===== src/rtl/bus_b2a_reader.sv =====
// Captures B-side bus words into a small FWFT buffer that the A side drains.
// Optional per-entry odd-parity check when BUS_B2A_PARITY_EN is defined.
module bus_b2a_reader #(
  parameter int DEPTH = 4
) (
  input  logic       clk,
  input  logic       rst_n,
  input  logic [7:0] b_data,
  input  logic       b_en_n,
  input  logic       b_dir,
  input  logic       b_strobe,
  input  logic       b_par,
  output logic [7:0] a_data,
  output logic       a_perr,
  output logic       a_valid,
  input  logic       a_ready,
  output logic [4:0] count,
  output logic       full,
  output logic       overrun,
  input  logic       clr_ovr
);
  localparam int AW = $clog2(DEPTH);

  logic [7:0]    mem_q [DEPTH];
  logic [7:0]    mem_d [DEPTH];
  logic [AW-1:0] wr_ptr_q, wr_ptr_d;
  logic [AW-1:0] rd_ptr_q, rd_ptr_d;
  logic [4:0]    count_q, count_d;
  logic          overrun_q, overrun_d;
  logic          cap, pop, push;

  assign cap     = b_strobe & ~b_en_n & ~b_dir;
  assign a_valid = (count_q != 5'd0);
  assign full    = (count_q == 5'(DEPTH));
  assign pop     = a_valid & a_ready;
  // A pop in the same cycle frees the slot, so a full buffer can still accept.
  assign push    = cap & (~full | pop);

  assign count   = count_q;
  assign overrun = overrun_q;
  assign a_data  = a_valid ? mem_q[rd_ptr_q] : 8'h00;

  always_comb begin
    mem_d    = mem_q;
    wr_ptr_d = wr_ptr_q;
    rd_ptr_d = rd_ptr_q;
    count_d  = count_q;
    if (push) begin
      mem_d[wr_ptr_q] = b_data;
      wr_ptr_d        = wr_ptr_q + AW'(1);
    end
    if (pop) rd_ptr_d = rd_ptr_q + AW'(1);
    count_d   = count_q + {4'd0, push} - {4'd0, pop};
    overrun_d = (cap & full & ~pop) | (overrun_q & ~clr_ovr);
  end

  always_ff @(posedge clk or negedge rst_n) begin
    if (!rst_n) begin
      for (int i = 0; i < DEPTH; i++) mem_q[i] <= 8'h00;
      wr_ptr_q  <= '0;
      rd_ptr_q  <= '0;
      count_q   <= '0;
      overrun_q <= 1'b0;
    end else begin
      mem_q     <= mem_d;
      wr_ptr_q  <= wr_ptr_d;
      rd_ptr_q  <= rd_ptr_d;
      count_q   <= count_d;
      overrun_q <= overrun_d;
    end
  end

`ifdef BUS_B2A_PARITY_EN
  logic perr_q [DEPTH];
  logic perr_d [DEPTH];

  // Odd parity over data+parity bit: an even number of ones is an error.
  always_comb begin
    perr_d = perr_q;
    if (push) perr_d[wr_ptr_q] = ~^{b_data, b_par};
  end

  always_ff @(posedge clk or negedge rst_n) begin
    if (!rst_n) begin
      for (int i = 0; i < DEPTH; i++) perr_q[i] <= 1'b0;
    end else begin
      perr_q <= perr_d;
    end
  end

  assign a_perr = a_valid & perr_q[rd_ptr_q];
`else
  logic unused_b_par;
  assign unused_b_par = b_par;
  assign a_perr       = 1'b0;
`endif

endmodule


===== config.mk =====
export PLATFORM = sky130hd
export DESIGN_NAME = bus_b2a_reader
export DESIGN_NICKNAME = d
export VERILOG_FILES = /design/src/rtl/bus_b2a_reader.sv
export SDC_FILE = /design/constraint.sdc
export NUM_CORES = 1
export LEC_CHECK = 0
export BUFFER_PORTS_ARGS = -buffer_cell sky130_fd_sc_hd__buf_4
export CAP_MARGIN = 20
export CORE_ASPECT_RATIO = 1.5
export CORE_MARGIN = 2
export CORE_UTILIZATION = 50
export CTS_CLUSTER_DIAMETER = 60
export DETAILED_ROUTE_END_ITERATION = 8
export PLACE_DENSITY = 0.83
export SETUP_SLACK_MARGIN = 0.15
export SYNTH_ARGS = -nofsm -noshare
export SYNTH_HDL_FRONTEND = slang
export SYNTH_SLANG_ARGS = --single-unit

===== constraint.sdc =====
create_clock -name clk -period 6.53 [get_ports clk]
set_input_delay 1.306 -clock clk [delete_from_list [all_inputs] [get_ports clk]]
set_output_delay 1.306 -clock clk [all_outputs]
set_load 0.05 [all_outputs]

==> flow_summary.ini <==
[cts]
cts_hold_repair.buffers = 0
path_clk_slew_ps = 80
number_of_clock_buffers_inserted_by_tritoncts = 5
clock_tree_from_tritoncts = built
post_cts_resized = 0
postCtsSetupRepairBufs = 0
clock_tree.root_cell = sky130_fd_sc_hd__clkbuf_8
ctsLongestPathBuffers = 2
worstSkewPairLatency_ps = 300
cts.htree.levels = 2
clkSinkCount = 42

[run_status]
violations_in_the_final_reports = design-rule violations
run_status = complete, but fails checks

[placed_design]
placedCellCount = 216
portBuffers = 30
dp_worst_setup_slack_ps = 2815
global_placer_s_final_weighted_congestion = 0.7088
dp.final_hpwl_um = 3068

[floorplan]
floorplan.die.width_um = 58.63
core_region_area_um2 = 4282
num_rows = 29
initial_core_util_pct = 52.28
fp.dieH_um = 85.95
die_area_um2 = 5039
pin_count = 33

[logic_synthesis]
synthAdderAreaFrac_pct = 6.484
post_synth_inst_count = 149
yosys.area_share.xor_xnor_pct = 2.739
distinct_cell_type_count_after_synthesis = 26
avgSynthCellArea_um2 = 15.02
warning_count_from_the_yosys_run = 0
synth_compound_gate_area_share_pct = 3.186
synth.net_count = 176
synthSimpleGateAreaFrac_pct = 5.087
synth_seq_cells = 42
proportion_of_synthesized_area_in_mux_cells_pct = 30.02
main_combinational_cell_family_by_area_after_synthesis = multiplexers
synth_seq_area_share_pct = 46.95
mappedNetlistArea_um2 = 2238

[global_route]
grt_pass1_wl_um = 7307
first_global_vias = 1482
antenna_violations_before_repair = 0
gr-usage-all-layers_pct = 19.64
grt_start_max_net_pins = 43
overflow = 0

[worst_setup_path]
cp_max_fo = 11
r2r_setup_slack_ps = 3410
crit_family = simple AND/OR/NAND/NOR gates
r2r_start = count[3]
critical_path.cell_chain = inv_1, ha_1, or4b_2, and2_1, buf_4
worst_path_max_delay_cell = sky130_fd_sc_hd__or4b_2
worst_path_largest_cell_delay_ps = 760
ff2ff_path_depth = 11
rr_endpoint = count[4]
number_of_buffers_and_inverters_on_the_critical_path = 2
critical_path_arrival_ps = 2130
critPathLaunchType = flip-flop
worstSetupPathDepth = 5
worst_ep_required_time_ps = 5220
critical_path_class = flip-flop to output port
worstSetupEndpointType = output port

[min_path]
hp-class = flip-flop to flip-flop
timing.hold.worst_path_depth = 1
worstHoldEndpoint = mem_q[28]
worstHoldStart = mem_q[28]

[final_layout]
leading_cell_type_in_the_layout_fill_and_taps_excluded = sky130_fd_sc_hd__dfrtp_1
diodes = 0
area_growth_syn_to_layout_pct = 12.97
fin_cells = 223
num-nets-final = 204
post_route_cells_drive_above_1_share_pct = 45.20
layout_common_cells = sky130_fd_sc_hd__dfrtp_1, sky130_fd_sc_hd__mux2_4, sky130_fd_sc_hd__buf_4

[sta]
timing_max_transition_violations_final = 0
worst_pin_slew_ps = 623.2
setup_repair_after_global_routing_missed_its_margin = false
final.setup.worst_slack_ps = 3099
timing.final.crit_share_pct = 52.55
min_period_ps = 3431
finalSetupViolCount = 0
worst_slew_margin_rel_pct = 58.45
hold_viol_final = 0
timing.clock.skew_ps = 9.510
achievable_freq_mhz = 291.4
finalSetupTns_ps = 0

[run]
max_cap_violations = 0

[routing]
via_count = 1257
route.final.wire_length_um = 4276
drc_errors_left = 3
dr.first_iter.drc_count = 44
dr.pass1.iters = 6
drtAntennaViolNets = 0
viasPerCell = 5.637
post_drt_wl_per_cell_um = 19.17

[power]
p_seq_share_pct = 34.1
combPwrFrac_pct = 55.3
max-vdd-ir-drop_v = 0.0004547
clock_power_share_pct = 10.6
power.switching_fraction_pct = 42.43
p_sw_uw = 629.9
internal-power_uw = 854.8
pleak_uw = 0.001283
cellPowerDensity_nw_per_um2 = 587.1
power groups by stage:
| stage | clock [µW] | combinational [µW] | sequential [µW] |
|---|---|---|---|
| finish | 158 | 821 | 506 |
| detailed placement | 0 | 826 | 512 |
| global placement | 0 | 794 | 492 |
| CTS | 165 | 827 | 509 |
| global route | 175 | 872 | 526 |
| floorplan | 0 | 614 | 507 |
logic make-up (layout without fill, tap and decap cells):
| group | Yosys count | in the layout |
|---|---|---|
| AOI/OAI and AO/OA | 10 | 10 |
| buffers and inverters | 22 | 50 |
| and+or+nand+nor | 15 | 15 |
| adders and majority gates | 11 | 11 |
| DFF | 42 | 42 |
| muxes | 41 | 41 |
| xor gates and xnor gates | 7 | 7 |
| other | 1 | 1 |
sequential cells by signal, summed over array words and instances, names as in the netlist:
register	flops
rd_ptr_q	2
overrun	1
count	5
wr_ptr_q	2
mem_q	32
cells in the mapped netlist, drive strengths merged:
cell type,n,area (µm²)
a211o,4,35.03
a21o,1,7.510
a21oi,3,15.01
and2,9,56.30
buf,8,67.56
clkbuf,1,3.750
conb,1,3.750
dfrtp,42,1051
fa,1,20.02
ha,10,125.1
inv,13,48.80
mux2,33,491.7
mux4,8,180.2
nand2,1,3.750
nand2b,1,6.260
nand3,1,5.000
nor4b,1,23.77
o21bai,1,7.510
o22ai,1,6.260
or3b,1,8.760
or4b,1,10.01
xnor2,3,26.28
xor2,4,35.03
stage by stage:
stage	hold WS [ps]	util [%]	total power (µW)	cell area, µm²
global placement	487.2	57.22	1286	2450
CTS	520.8	59.06	1501	2529
finish	518.6	59.06	1485	2529
global route	525.9	59.06	1572	2529
floorplan	475.9	-	1122	2238
detailed placement	498.5	57.22	1337	2450
final cells by class:
cell class                      count  area, µm²
Fill cell                         347       1753
Multi-Input combinational cell     85       1067
Sequential cell                    42       1051
Timing Repair Buffer               30      225.2
Clock buffer                        5      68.82
Tap cell                           46      57.56
Inverter                           13      48.80
Clock inverter                      2      10.01
layer usage:
layer / vias up / share of wire [%] / track usage (%) / wire (µm)
met3: 4 / 4.3 / 4.977 / 186
met4: 0 / 0.61 / 6.818 / 26
met5: - / 0 / 0 / 0
met1: 656 / 41 / 23.15 / 1756
met2: 34 / 54 / 34.12 / 2306
li1: 563 / - / - / -
worst max-delay path by stage:
| stage | start | to | slack (ps) |
|---|---|---|---|
| 2_1_floorplan | b_dir | count[4] | 3100 |
| 3_3_place_gp | b_dir | count[4] | 2880 |
| 3_5_place_dp | b_dir | count[4] | 2810 |
| 4_1_cts | count[3] | a_data[2] | 3060 |
| 5_1_grt | b_dir | count[4] | 3000 |
| 6_report | count[3] | a_data[6] | 3100 |
No activity file was read; power rests on OpenSTA's default activity.
